## src/rtl/fetch_stage.sv

```systemverilog
// Fetch stage: owns the PC, issues in-order instruction reads, epoch-tags them and buffers returns.
// Optional branch prediction is enabled by defining FETCH_BRANCH_PRED_EN.
`timescale 1ns/1ps
module fetch_stage #(
    parameter logic [31:0] RESET_PC = 32'h0000_0000,
    parameter int          DEPTH    = 4
) (
    input  logic        clk,
    input  logic        reset,
    output logic        ImemReqF,
    output logic [31:0] ImemAddrF,
    input  logic        ImemReadyF,
    input  logic        ImemRspValidF,
    input  logic [31:0] ImemRdataF,
    input  logic        PredTakenF,
    input  logic [31:0] PredTargetF,
    input  logic        RedirectE,
    input  logic [31:0] RedirectPCE,
    input  logic        StallD,
    output logic [31:0] InstrF,
    output logic [31:0] PCF,
    output logic [31:0] PCPlus4F,
    output logic [31:0] PredPCTargetF,
    output logic        PCSrcPredF,
    output logic        InstrValidF
);
    localparam int              AW        = $clog2(DEPTH);
    localparam int              CW        = AW + 2;
    localparam logic [AW-1:0]   PTR_ONE   = AW'(1);
    localparam logic [CW-1:0]   CNT_ONE   = CW'(1);
    localparam logic [CW-1:0]   CNT_ZERO  = CW'(0);
    localparam logic [CW-1:0]   CNT_DEPTH = CW'(DEPTH);
    localparam logic [31:0]     NOP_INSTR = 32'h0000_0013;

    logic [31:0]   pc_q, pc_d;
    logic          epoch_q, epoch_d;
    logic [AW-1:0] tag_wr_q, tag_wr_d, tag_rd_q, tag_rd_d;
    logic [CW-1:0] tag_cnt_q, tag_cnt_d;
    logic [AW-1:0] ib_wr_q, ib_wr_d, ib_rd_q, ib_rd_d;
    logic [CW-1:0] ib_cnt_q, ib_cnt_d;

    logic [31:0] tag_pc_q    [DEPTH];
    logic [31:0] tag_pnext_q [DEPTH];
    logic        tag_taken_q [DEPTH];
    logic        tag_epoch_q [DEPTH];
    logic [31:0] ib_instr_q  [DEPTH];
    logic [31:0] ib_pc_q     [DEPTH];
    logic [31:0] ib_pc4_q    [DEPTH];
    logic [31:0] ib_pnext_q  [DEPTH];
    logic        ib_taken_q  [DEPTH];

    logic          pop_s, accept_s, rsp_take_s, ib_push_s;
    logic          pred_taken_s;
    logic [31:0]   pc_plus4_s, pred_next_s;
    logic [CW-1:0] credit_used_s;

    assign pc_plus4_s = pc_q + 32'd4;

`ifdef FETCH_BRANCH_PRED_EN
    assign pred_taken_s = PredTakenF;
    assign pred_next_s  = PredTakenF ? PredTargetF : pc_plus4_s;
`else
    logic unused_pred_s;
    assign unused_pred_s = ^{PredTakenF, PredTargetF};
    assign pred_taken_s  = 1'b0;
    assign pred_next_s   = pc_plus4_s;
`endif

    assign ImemAddrF   = pc_q;
    assign InstrValidF = (ib_cnt_q != CNT_ZERO);
    assign pop_s       = InstrValidF & ~StallD;
    // Stale in-flight tags still hold credit, so the buffer can never overflow.
    assign credit_used_s = tag_cnt_q + ib_cnt_q - {{(CW-1){1'b0}}, pop_s};
    assign ImemReqF      = ~reset & ~RedirectE & (credit_used_s < CNT_DEPTH);
    assign accept_s      = ImemReqF & ImemReadyF;
    assign rsp_take_s    = ImemRspValidF & (tag_cnt_q != CNT_ZERO);
    assign ib_push_s     = rsp_take_s & (tag_epoch_q[tag_rd_q] == epoch_q) & ~RedirectE;

    // Next-state for PC, epoch and both FIFO pointer/count sets.
    always_comb begin
        pc_d    = pc_q;
        epoch_d = epoch_q;
        if (RedirectE) begin
            pc_d    = RedirectPCE;
            epoch_d = ~epoch_q;
        end else if (accept_s) begin
            pc_d = pred_next_s;
        end else begin
            pc_d = pc_q;
        end

        tag_wr_d = accept_s   ? (tag_wr_q + PTR_ONE) : tag_wr_q;
        tag_rd_d = rsp_take_s ? (tag_rd_q + PTR_ONE) : tag_rd_q;
        case ({accept_s, rsp_take_s})
            2'b10:   tag_cnt_d = tag_cnt_q + CNT_ONE;
            2'b01:   tag_cnt_d = tag_cnt_q - CNT_ONE;
            default: tag_cnt_d = tag_cnt_q;
        endcase

        if (RedirectE) begin
            ib_wr_d  = {AW{1'b0}};
            ib_rd_d  = {AW{1'b0}};
            ib_cnt_d = CNT_ZERO;
        end else begin
            ib_wr_d = ib_push_s ? (ib_wr_q + PTR_ONE) : ib_wr_q;
            ib_rd_d = pop_s     ? (ib_rd_q + PTR_ONE) : ib_rd_q;
            case ({ib_push_s, pop_s})
                2'b10:   ib_cnt_d = ib_cnt_q + CNT_ONE;
                2'b01:   ib_cnt_d = ib_cnt_q - CNT_ONE;
                default: ib_cnt_d = ib_cnt_q;
            endcase
        end
    end

    // Control state registers.
    always_ff @(posedge clk or posedge reset) begin
        if (reset) begin
            pc_q      <= RESET_PC;
            epoch_q   <= 1'b0;
            tag_wr_q  <= {AW{1'b0}};
            tag_rd_q  <= {AW{1'b0}};
            tag_cnt_q <= CNT_ZERO;
            ib_wr_q   <= {AW{1'b0}};
            ib_rd_q   <= {AW{1'b0}};
            ib_cnt_q  <= CNT_ZERO;
        end else begin
            pc_q      <= pc_d;
            epoch_q   <= epoch_d;
            tag_wr_q  <= tag_wr_d;
            tag_rd_q  <= tag_rd_d;
            tag_cnt_q <= tag_cnt_d;
            ib_wr_q   <= ib_wr_d;
            ib_rd_q   <= ib_rd_d;
            ib_cnt_q  <= ib_cnt_d;
        end
    end

    // FIFO payload storage; validity is tracked solely by the counters.
    always_ff @(posedge clk) begin
        if (accept_s) begin
            tag_pc_q[tag_wr_q]    <= pc_q;
            tag_pnext_q[tag_wr_q] <= pred_next_s;
            tag_taken_q[tag_wr_q] <= pred_taken_s;
            tag_epoch_q[tag_wr_q] <= epoch_q;
        end
        if (ib_push_s) begin
            ib_instr_q[ib_wr_q] <= ImemRdataF;
            ib_pc_q[ib_wr_q]    <= tag_pc_q[tag_rd_q];
            ib_pc4_q[ib_wr_q]   <= tag_pc_q[tag_rd_q] + 32'd4;
            ib_pnext_q[ib_wr_q] <= tag_pnext_q[tag_rd_q];
            ib_taken_q[ib_wr_q] <= tag_taken_q[tag_rd_q];
        end
    end

    // Head-of-buffer presentation to decode.
    always_comb begin
        if (InstrValidF) begin
            InstrF        = ib_instr_q[ib_rd_q];
            PCF           = ib_pc_q[ib_rd_q];
            PCPlus4F      = ib_pc4_q[ib_rd_q];
            PredPCTargetF = ib_pnext_q[ib_rd_q];
            PCSrcPredF    = ib_taken_q[ib_rd_q];
        end else begin
            InstrF        = NOP_INSTR;
            PCF           = 32'h0000_0000;
            PCPlus4F      = 32'h0000_0000;
            PredPCTargetF = 32'h0000_0000;
            PCSrcPredF    = 1'b0;
        end
    end
endmodule

```

## config.mk

```make
export PLATFORM = sky130hd
export DESIGN_NAME = fetch_stage
export DESIGN_NICKNAME = d
export VERILOG_FILES = /design/src/rtl/fetch_stage.sv
export SDC_FILE = /design/constraint.sdc
export NUM_CORES = 1
export LEC_CHECK = 0
export ABC_AREA = 1
export ABC_CLOCK_PERIOD_IN_PS = 12800
export BUFFER_PORTS_ARGS = -buffer_cell sky130_fd_sc_hd__buf_2
export CAP_MARGIN = 20
export CORE_ASPECT_RATIO = 1.1
export CORE_MARGIN = 4
export CORE_UTILIZATION = 60
export CTS_BUF_LIST = sky130_fd_sc_hd__clkbuf_8
export DETAILED_ROUTE_END_ITERATION = 10
export PLACE_DENSITY = 0.79
export SKIP_LAST_GASP = 1
export SYNTH_ARGS = -nofsm -noshare
export SYNTH_HDL_FRONTEND = slang
export SYNTH_SLANG_ARGS = --single-unit
export TNS_END_PERCENT = 10
```

## constraint.sdc

```tcl
create_clock -name clk -period 12.8 [get_ports clk]
set_input_delay 0.64 -clock clk [delete_from_list [all_inputs] [get_ports clk]]
set_output_delay 0.64 -clock clk [all_outputs]
set_load 0.03 [all_outputs]
```

==> flow_metrics.env, run 1 <==
export IMPL_outcome="finished, final reports clean"
export IMPL_p_leak_nw=13.6
export IMPL_synthesis_nets=2959
export IMPL_path_cells="inv_1, nand4_1, inv_4, nor2_1, ha_1, inv_1, ha_1, nand2_1, nor2_1, nor2_1, xor2_1, nand2_1, nor2_4, nand2_2, buf_4, nor2_4, buf_4"
export IMPL_routed_via_density=5.74
export IMPL_hold_viol=0
export IMPL_max_freq_ghz=0.187
export IMPL_min_from="RedirectPCE[1]"
export IMPL_avgSynthCellArea_um2=11.7
export IMPL_p_total_mw=8.94
export IMPL_drv_cap=0
export IMPL_final_setup_tns_ps=0
export IMPL_grt_util_met2_pct=42.8
export IMPL_rr_endpoint="tag_pnext_q[0][31]$_DFFE_PP_"
export IMPL_routedWlPerCell_um=19.9
export IMPL_cts_buffers=118
export IMPL_whs_path_depth=3
export IMPL_io_pins=266
export IMPL_hpwl_um=45500
export IMPL_fp_dieW_um=232
export IMPL_drc=0
export IMPL_nNetsFinal=3177
export IMPL_synthAdderAreaFrac_pct=0.877
export IMPL_die_h_um=254
export IMPL_grt_usage_pct=25.8
export IMPL_drt_initial_drc_count=2273
export IMPL_ctsHtreeMaxLevel=3
export IMPL_gp_congestion=0.871
export IMPL_cts_sinks=797
export IMPL_area_delta_synth_final_pct=11.6
export IMPL_drive_gt1_share_pct=15.2
export IMPL_cp_data_arrival_time_ps=5660
export IMPL_min_period_ps=5340
export IMPL_criticalPathCategory="register to register"
export IMPL_ys_seq_elements=797
export IMPL_fin_cells=3886
export IMPL_worst_pin_slew_ps=1080
export IMPL_end_kind="register"
export IMPL_yosysTopAreaCellShare_pct=67.8
export IMPL_start_util_pct=60.5
export IMPL_cts_buffer_depth=3
export IMPL_dp_cells=3664
export IMPL_synth_xor_area_share_pct=1.35
export IMPL_startpoint_type="register"
export IMPL_placeableCoreArea_um2=54700
export IMPL_cp_common_cell="nor2_1"
export IMPL_io_buffers=231
export IMPL_met1_usage_pct=35.0
export IMPL_yosys_warnings=0
export IMPL_synth_edff_count=748
export IMPL_hold_path_class="primary input to register"
export IMPL_grt_max_degree=134
export IMPL_grt_pass1_vias=21732
export IMPL_synth_cell_area_um2=33100
export IMPL_yosys_top_cells_area="edfxtp_1 (68%), nor2_1 (7.4%), o21ai_0 (5.0%)"
export IMPL_irDropWorstVdd_uv=176
export IMPL_critPathRequiredTime_ps=13110
export IMPL_ant_nets=0
export IMPL_finalSetupViolCount=0
export IMPL_antenna_found_initial=4
export IMPL_root_buffer="clkbuf_8"
export IMPL_fin_skew_ps=34.6
export IMPL_synthMuxAreaShare_pct=0
export IMPL_whs_ps=134
export IMPL_drt_total_wl_um=77500
export IMPL_clk_pin_slew_ps=60
export IMPL_post_cts_setup_buffers=0
export IMPL_synth_compound_area_share_pct=7.83
export IMPL_grtUsageMet3_pct=4.50
export IMPL_synth_top_family_by_area="simple AND/OR/NAND/NOR gates"
export IMPL_synth_distinct_cells=41
export IMPL_rsz0062_at_grt="false"
export IMPL_syn_inst=2834
export IMPL_vias=22300
export IMPL_cp_slowest_cell="inv_4"
export IMPL_seq_area_frac_synth_pct=71.5
export IMPL_yosys_area_top_type="edfxtp_1"
export IMPL_drtPass1Iterations=6
export IMPL_finalMaxSlewViolations=0
export IMPL_die_area_um2=59000
export IMPL_slew_headroom_pct=27.7
export IMPL_synth_simple_gate_area_share_pct=14.7
export IMPL_min_to="ImemAddrF[1]$_DFFE_PP0P_"
export IMPL_grt_pass1_wl_um=119000
export IMPL_worstPathMaxFanout=63
export IMPL_r2r_start="ib_cnt_q[1]$_DFFE_PP0P_"
export IMPL_cts_resized=0
export IMPL_top_usage_layer="met2"
export IMPL_grt_overflow=0
export IMPL_p_per_area_nw_per_um2=242
export IMPL_async_flop_share_pct=6.15
export IMPL_reg2reg_setup_slack_ps=7460
export IMPL_critical_path_max_stage_delay_ps=750
export IMPL_ys_flop_type="edfxtp_1"
export IMPL_period_share_pct=41.8
export IMPL_rr_worst_depth=17
export IMPL_rows=90
export IMPL_cts_tree="built"
export IMPL_clk_latency_ps=720
worst max-delay path, delay by kind of cell, from the launching register on:
kind,cells,cell delay [ps]
flip-flops,1,390
adder cells (fa/ha/maj),2,470
AND/OR/NAND/NOR,9,1840
buffers and inverters,5,1950
XOR/XNOR,1,160
cell families (layout without fill, tap and decap cells):
family	after synthesis	count (layout)
xor+xnor	51	51
fa+ha+maj	22	22
flops	797	797
compound gates	504	504
other cells	1	4
simple gates	1180	1180
buf+inv	279	592
timing repair:
item	in CTS	in global routing
setup endpoints to repair	0	0
hold buffers	0	1
hold endpoints to repair	0	17
stage by stage:
stage	worst slack, ps	utilization [%]	cell area, um2
after floorplan	5810	-	33100
after global routing	7120	67.5	37000
final	7460	67.5	37000
after detailed placement	7430	63.3	34700
after CTS	7440	67.4	36900
after global placement	7510	63.3	34700
cells in the final DEF, fill, tap and decap left out, types with 6 or more instances in the layout:
master and n:
nand3b_1 7, clkinv_1 32, clkinv_2 16, inv_1 143, bufinv_16 6, nor2_2 21, edfxtp_1 748, xor2_1 48
nand2_2 17, ha_1 20, nor2_1 647, buf_4 23, inv_2 7, dfrtp_1 45, a21oi_1 126, o22ai_1 33
buf_2 231, o21ai_0 331, nand2_1 306, nand3_1 144, nor3_1 9, nor2_4 10, clkbuf_8 119
power breakdown:
| part | switching (mW) | internal (mW) | total [mW] |
|---|---|---|---|
| combinational | 2.56 | 0.776 | 3.34 |
| sequential | 0.205 | 3.47 | 3.68 |
| clock | 0.939 | 0.986 | 1.93 |
| total | 3.71 | 5.24 | 8.94 |
state kept, by name, indices dropped and copies added, names as in the netlist:
signal       count
ib_instr_q     128
ib_pc4_q       128
tag_pc_q       128
ib_pc_q        120
ib_pnext_q     120
tag_pnext_q    120
ImemAddrF       32
ib_cnt_q         4
tag_cnt_q        4
tag_epoch_q      4
ib_rd_q          2
ib_wr_q          2
tag_rd_q         2
tag_wr_q         2
epoch_q          1
worst max path at each step:
stage | from | endpoint | slack, ps | depth (start not counted)
floorplan | ImemRspValidF | ib_instr_q[0][0]$_DFFE_PP_ | 5810 | 3
finish | ib_cnt_q[1]$_DFFE_PP0P_ | tag_pnext_q[0][31]$_DFFE_PP_ | 7460 | 17
CTS | ib_cnt_q[1]$_DFFE_PP0P_ | tag_pnext_q[0][5]$_DFFE_PP_ | 7440 | 17
global placement | ib_cnt_q[1]$_DFFE_PP0P_ | tag_pnext_q[0][2]$_DFFE_PP_ | 7510 | 17
detailed placement | ib_cnt_q[1]$_DFFE_PP0P_ | tag_pnext_q[0][31]$_DFFE_PP_ | 7430 | 17
global route | ib_cnt_q[1]$_DFFE_PP0P_ | tag_pnext_q[0][5]$_DFFE_PP_ | 7120 | 17
cell type report:
type                    instances  area [um2]
clock buffers                 119        1640
fillers                      3901       17800
multi-input cells            1758        8250
inverters                     119         467
well taps                     736         921
flip-flops and latches        797       23700
clock inverters                96         567
repair buffers                258        1410
diodes                          3        7.51
cells in the mapped netlist, types with 20 or more instances:
library cell and number:
edfxtp_1 748, nor2_1 655, o21ai_0 331, nand2_1 306, nand3_1 144, a21oi_1 126
inv_1 110, clkbuf_1 102, dfrtp_1 49, xor2_1 48, o22ai_1 33, nor2_2 21
ha_1 20
routing by layer:
layer	routed length (um)	up-vias	share of wire [%]
li1	-	10302	-
met1	30700	10833	40
met2	38100	1033	49
met3	6770	130	8.7
met4	1960	2	2.5
met5	8	-	0.010
Power figures use the tool's default switching activity.
==> run 2, diff against run 1 <==
--- a/config.mk
+++ b/config.mk
@@ -6,7 +6,7 @@
 export NUM_CORES = 1
 export LEC_CHECK = 0
 export ABC_AREA = 1
-export ABC_CLOCK_PERIOD_IN_PS = 12800
+export ABC_CLOCK_PERIOD_IN_PS = 5500
 export BUFFER_PORTS_ARGS = -buffer_cell sky130_fd_sc_hd__buf_2
 export CAP_MARGIN = 20
 export CORE_ASPECT_RATIO = 1.1
==> constraint.sdc (replaced) <==
create_clock -name clk -period 5.5 [get_ports clk]
set_input_delay 0.275 -clock clk [delete_from_list [all_inputs] [get_ports clk]]
set_output_delay 0.275 -clock clk [all_outputs]
set_load 0.03 [all_outputs]
==> flow_metrics.env, run 2 (synthesis results as in run 1) <==
export IMPL_outcome="finished, final reports clean"
export IMPL_nNetsFinal=3254
export IMPL_worst_pin_slew_ps=1110
export IMPL_slew_headroom_pct=25.8
export IMPL_die_area_um2=59000
export IMPL_cts_sinks=797
export IMPL_p_clk_share_pct=23.0
export IMPL_irDropWorstVdd_uv=420
export IMPL_pwr_share_comb_pct=36.9
export IMPL_grt_pass1_vias=22298
export IMPL_post_cts_setup_buffers=0
export IMPL_startpoint_type="register"
export IMPL_switching_share_pct=40.7
export IMPL_grt_max_degree=197
export IMPL_cts_buffers=115
export IMPL_top_regs="ib_instr_q: 128 flops, ib_pc4_q: 128 flops, tag_pc_q: 128 flops"
export IMPL_io_buffers=231
export IMPL_clk_pin_slew_ps=60
export IMPL_max_freq_ghz=0.236
export IMPL_p_leak_nw=14.1
export IMPL_seqCellArea_um2=23700
export IMPL_layout_commonest_cell="edfxtp_1"
export IMPL_area_delta_synth_final_pct=15.0
export IMPL_p_int_mw=12.7
export IMPL_vias=22803
export IMPL_routedWlPerCell_um=20.1
export IMPL_worstPathMaxFanout=63
export IMPL_finalMaxSlewViolations=0
export IMPL_drv_cap=0
export IMPL_fin_util_pct=69.6
export IMPL_drtPass1Iterations=5
export IMPL_cts_resized=0
export IMPL_final_setup_tns_ps=0
export IMPL_fin_skew_ps=33.0
export IMPL_ant_nets=0
export IMPL_drt_total_wl_um=79800
export IMPL_grt_overflow=0
export IMPL_criticalPathCategory="register to register"
export IMPL_placeableCoreArea_um2=54700
export IMPL_fillers=3691
export IMPL_finalSetupViolCount=0
export IMPL_cp_data_arrival_time_ps=4560
export IMPL_fin_ws_ps=1250
export IMPL_ctsHtreeMaxLevel=3
export IMPL_hold_viol=0
export IMPL_routed_via_density=5.75
export IMPL_drive_gt1_share_pct=15.9
export IMPL_drt_initial_drc_count=2256
export IMPL_fp_dieW_um=232
export IMPL_end_kind="register"
export IMPL_p_seq_share_pct=40.1
export IMPL_antenna_found_initial=2
export IMPL_rows=90
export IMPL_hpwl_um=47600
export IMPL_clk_latency_ps=710
export IMPL_die_h_um=254
export IMPL_cts_tree="built"
export IMPL_rsz0062_at_grt="false"
export IMPL_start_util_pct=60.5
export IMPL_io_pins=266
export IMPL_gp_congestion=0.890
export IMPL_switching_power_mw=8.73
export IMPL_cts_buffer_depth=3
export IMPL_grt_pass1_wl_um=121000
export IMPL_min_period_ps=4250
export IMPL_hold_buffers=67
export IMPL_mostFrequentLayoutCells="edfxtp_1 (748), nor2_1 (647), o21ai_0 (331)"
export IMPL_period_share_pct=77.2
export IMPL_hold_path_class="primary input to async pin"
export IMPL_grt_usage_pct=26.4
export IMPL_preCtsSetupSlack_ps=1290
export IMPL_root_buffer="clkbuf_8"
export IMPL_p_per_area_nw_per_um2=562
export IMPL_multi_input_area_um2=8250
export IMPL_drc=0
export IMPL_critPathRequiredTime_ps=5820
[run 2: cell type report]
class                      count  area share [%]
antenna                        2          0.0131
clock buffer                 126            4.55
clock inverter                90            1.96
inverter                     119            1.23
multi-input combinational   1758            21.7
sequential                   797            62.2
tap                          736            2.42
timing repair buffer         338            5.95
[run 2: power by group through the flow]
stage	sequential [mW]	clock, mW	combinational [mW]
after CTS	8.56	4.99	7.89
after floorplan	8.61	0	5.34
after global placement	8.64	0	7.58
after global routing	8.63	5.26	8.52
after detailed placement	8.69	0	7.81
final	8.58	4.93	7.91
[run 2: final timing paths]
check	from	endpoint	cells past startpoint	slack [ps]
max	ib_cnt_q[1]$_DFFE_PP0P_	tag_epoch_q[0]$_DFFE_PP_	18	1250
min	reset	tag_cnt_q[1]$_DFFE_PP0P_	3	50
max reg2reg	ib_cnt_q[1]$_DFFE_PP0P_	tag_epoch_q[0]$_DFFE_PP_	18	1250
min reg2reg	ib_cnt_q[0]$_DFFE_PP0P_	ib_cnt_q[0]$_DFFE_PP0P_	1	530
max in group asynchronous	reset	ib_rd_q[0]$_DFFE_PP0P_	4	4930
min in group clk	ImemReadyF	ImemAddrF[6]$_DFFE_PP0N_	3	90
[run 2: per-stage QoR]
| stage | std cells | cell area (um2) | hold WS, ps | power [mW] |
|---|---|---|---|---|
| global route | 3966 | 38100 | 43.5 | 22.4 |
| detailed placement | 3680 | 34900 | 489 | 16.5 |
| finish | 3966 | 38100 | 52.5 | 21.4 |
| global placement | 3680 | 34900 | 477 | 16.2 |
| CTS | 3963 | 38100 | 14.1 | 21.4 |
| floorplan | 2834 | 33100 | 374 | 13.9 |
[run 2: critical path, stage by stage, from the launching register on]
cell	delay [ps]
dfrtp_1	400
inv_1	140
nand4_1	110
buf_4	200
inv_4	400
nor2_1	230
ha_1	240
inv_1	50
ha_1	210
nand2_1	60
nor2_1	30
nor2_1	130
xor2_1	160
nand2_1	100
nor2_4	100
nand2_2	60
buf_4	280
nor2_4	120
buf_4	710
[run 2: layer usage]
metal  up-vias  share of wire, %  track usage, %
met5         -                 0               0
met4         0               2.7            9.82
met3       156               8.7            4.45
met2      1123                50            44.5
met1     11070                39            35.2
li1      10454                 -               -
==> run 3, diff against run 2 <==
--- a/config.mk
+++ b/config.mk
@@ -6,15 +6,15 @@
 export NUM_CORES = 1
 export LEC_CHECK = 0
 export ABC_AREA = 1
-export ABC_CLOCK_PERIOD_IN_PS = 5500
+export ABC_CLOCK_PERIOD_IN_PS = 3600
 export BUFFER_PORTS_ARGS = -buffer_cell sky130_fd_sc_hd__buf_2
 export CAP_MARGIN = 20
 export CORE_ASPECT_RATIO = 1.1
 export CORE_MARGIN = 4
-export CORE_UTILIZATION = 60
+export CORE_UTILIZATION = 56
 export CTS_BUF_LIST = sky130_fd_sc_hd__clkbuf_8
 export DETAILED_ROUTE_END_ITERATION = 10
-export PLACE_DENSITY = 0.79
+export PLACE_DENSITY = 0.77
 export SKIP_LAST_GASP = 1
 export SYNTH_ARGS = -nofsm -noshare
 export SYNTH_HDL_FRONTEND = slang
==> constraint.sdc (replaced) <==
create_clock -name clk -period 3.6 [get_ports clk]
set_input_delay 0.18 -clock clk [delete_from_list [all_inputs] [get_ports clk]]
set_output_delay 0.18 -clock clk [all_outputs]
set_load 0.03 [all_outputs]
==> flow_metrics.env, run 3 (synthesis results as in run 1) <==
export IMPL_grt_pass1_wl_um=128000
export IMPL_switching_share_pct=41.6
export IMPL_cts_sinks=797
export IMPL_routedWlPerCell_um=20.5
export IMPL_p_total_mw=32.5
export IMPL_mostFrequentLayoutCells="edfxtp_1 (748), nor2_1 (647), o21ai_0 (331)"
export IMPL_fin_cells=4070
export IMPL_cp_data_arrival_time_ps=4060
export IMPL_fin_ws_ps=194
export IMPL_violations="hold timing"
export IMPL_grt_usage_pct=25.9
export IMPL_irDropWorstVdd_uv=677
export IMPL_cp_slowest_cell="dfrtp_1"
export IMPL_p_seq_share_pct=40.0
export IMPL_clk_pin_slew_ps=70
export IMPL_finalMaxSlewViolations=0
export IMPL_criticalPathCategory="register to register"
export IMPL_end_kind="register"
export IMPL_startpoint_type="register"
export IMPL_area_delta_synth_final_pct=17.2
export IMPL_post_cts_setup_buffers=0
export IMPL_vias=23217
export IMPL_drc=0
export IMPL_die_h_um=263
export IMPL_grt_max_degree=149
export IMPL_gp_congestion=0.900
export IMPL_worstPathMaxFanout=10
export IMPL_cts_buffers=117
export IMPL_start_util_pct=56.6
export IMPL_nNetsFinal=3336
export IMPL_cts_tree="built"
export IMPL_layout_commonest_cell="edfxtp_1"
export IMPL_r2r_start="ImemAddrF[2]$_DFFE_PP0N_"
export IMPL_p_int_mw=19.0
export IMPL_p_clk_share_pct=21.2
export IMPL_rsz0062_at_grt="true"
export IMPL_hold_path_class="primary input to async pin"
export IMPL_max_freq_ghz=0.294
export IMPL_rows=93
export IMPL_drtPass1Iterations=7
export IMPL_hold_viol=7
export IMPL_period_share_pct=94.6
export IMPL_path_cells="ha_1, nand3_1, nor3_1, nand2_1, xor2_1, nand3_1, nand3_1, dlygate4sd3_1"
export IMPL_dp_cells=3733
export IMPL_finalSetupViolCount=0
export IMPL_grt_overflow=0
export IMPL_whs_ps=-10.1
export IMPL_io_pins=266
export IMPL_ant_nets=0
export IMPL_fin_skew_ps=44.4
export IMPL_outcome="finished with violations"
export IMPL_p_leak_nw=14.3
export IMPL_drt_total_wl_um=83400
export IMPL_worst_pin_slew_ps=921
export IMPL_cts_buffer_depth=3
export IMPL_critPathRequiredTime_ps=4250
export IMPL_cp_common_cell="nand3_1"
export IMPL_hpwl_um=50200
export IMPL_grt_pass1_vias=23197
export IMPL_top_regs="ib_instr_q: 128 flops, ib_pc4_q: 128 flops, tag_pc_q: 128 flops"
export IMPL_drive_gt1_share_pct=15.8
export IMPL_drt_initial_drc_count=2359
export IMPL_reg2reg_setup_slack_ps=190
export IMPL_routed_via_density=5.70
export IMPL_io_buffers=231
export IMPL_pwr_share_comb_pct=38.8
export IMPL_root_buffer="clkbuf_8"
export IMPL_rr_worst_depth=8
export IMPL_ctsHtreeMaxLevel=3
export IMPL_preCtsSetupSlack_ps=159
export IMPL_drv_cap=0
export IMPL_rr_endpoint="ImemAddrF[24]$_DFFE_PP0N_"
export IMPL_p_per_area_nw_per_um2=838
export IMPL_clk_latency_ps=740
export IMPL_antenna_found_initial=1
export IMPL_critical_path_max_stage_delay_ps=640
export IMPL_die_area_um2=63100
export IMPL_slew_headroom_pct=38.6
export IMPL_fp_dieW_um=240
export IMPL_min_period_ps=3410
export IMPL_switching_power_mw=13.5
export IMPL_placeableCoreArea_um2=58500
-- run 3: changes by cell type in the layout (fill, tap and decap cells not counted), moves of 2 or more --
cell	change
inv_1	+4
bufinv_16	-7
buf_4	+12
clkinv_4	-3
clkinv_1	+15
clkbuf_8	-8
inv_8	+2
buf_12	+16
dlygate4sd3_1	+51
-- run 3: cell type report --
| class | instances | area [um2] |
|---|---|---|
| timing repair buffer | 418 | 3200 |
| tap | 760 | 951 |
| antenna | 1 | 2.50 |
| clock buffer | 118 | 1620 |
| fill | 4138 | 19700 |
| multi-input combinational | 1758 | 8260 |
| sequential | 797 | 23700 |
| clock inverter | 99 | 591 |
| inverter | 119 | 464 |
-- run 3: layer usage --
metal | track usage (%) | vias to the layer above | share of wire [%]
met5 | 0 | - | 0
met4 | 9.02 | 0 | 2.7
met3 | 3.91 | 168 | 8.6
met2 | 43.5 | 1104 | 50
met1 | 34.9 | 11319 | 39
li1 | - | 10626 | -
-- run 3: worst max-delay path by stage --
stage                                      end  slack [ps]                     start
floorplan           ib_instr_q[0][0]$_DFFE_PP_       -1240   tag_rd_q[1]$_DFFE_PP0P_
global placement      tag_cnt_q[3]$_DFFE_PP0P_         220   ib_cnt_q[1]$_DFFE_PP0P_
detailed placement    tag_cnt_q[3]$_DFFE_PP0P_         160   ib_cnt_q[0]$_DFFE_PP0P_
CTS                                PCPlus4F[0]          70   ib_cnt_q[0]$_DFFE_PP0P_
global route          tag_cnt_q[3]$_DFFE_PP0P_        -0.7   ib_cnt_q[0]$_DFFE_PP0P_
finish               ImemAddrF[24]$_DFFE_PP0N_         190  ImemAddrF[2]$_DFFE_PP0N_
-- run 3: critical path: cells and delay by family, from the launching register on --
kind / cells / cell delay [ps]
fa+ha+maj: 1 / 280
xor+xnor: 1 / 560
flops: 1 / 640
simple gates: 5 / 1290
buf+inv: 1 / 550
-- run 3: timing repair --
action,in CTS,in global routing
hold buffers,118,0
pin swaps,0,0
endpoints found under the hold margin,213,0
endpoints found under the setup margin,68,8
gates resized for setup,1,3
-- run 3: metrics by stage --
step | cell area (um2) | util (%) | setup TNS (ps)
2_1_floorplan | 33100 | - | -874890
3_3_place_gp | 35400 | 60.4 | 0
3_5_place_dp | 35400 | 60.4 | 0
4_1_cts | 38800 | 66.2 | 0
5_1_grt | 38800 | 66.3 | -0.662
6_report | 38800 | 66.3 | 0
-- run 3: power by group through the flow --
stage               registers, mW  clock network (mW)  logic, mW
detailed placement           13.1                   0       12.4
CTS                          13.0                6.98       12.6
finish                       13.0                6.89       12.6
global placement             13.1                   0       12.0
floorplan                    13.1                   0       8.17
global route                 13.1                7.41       13.6
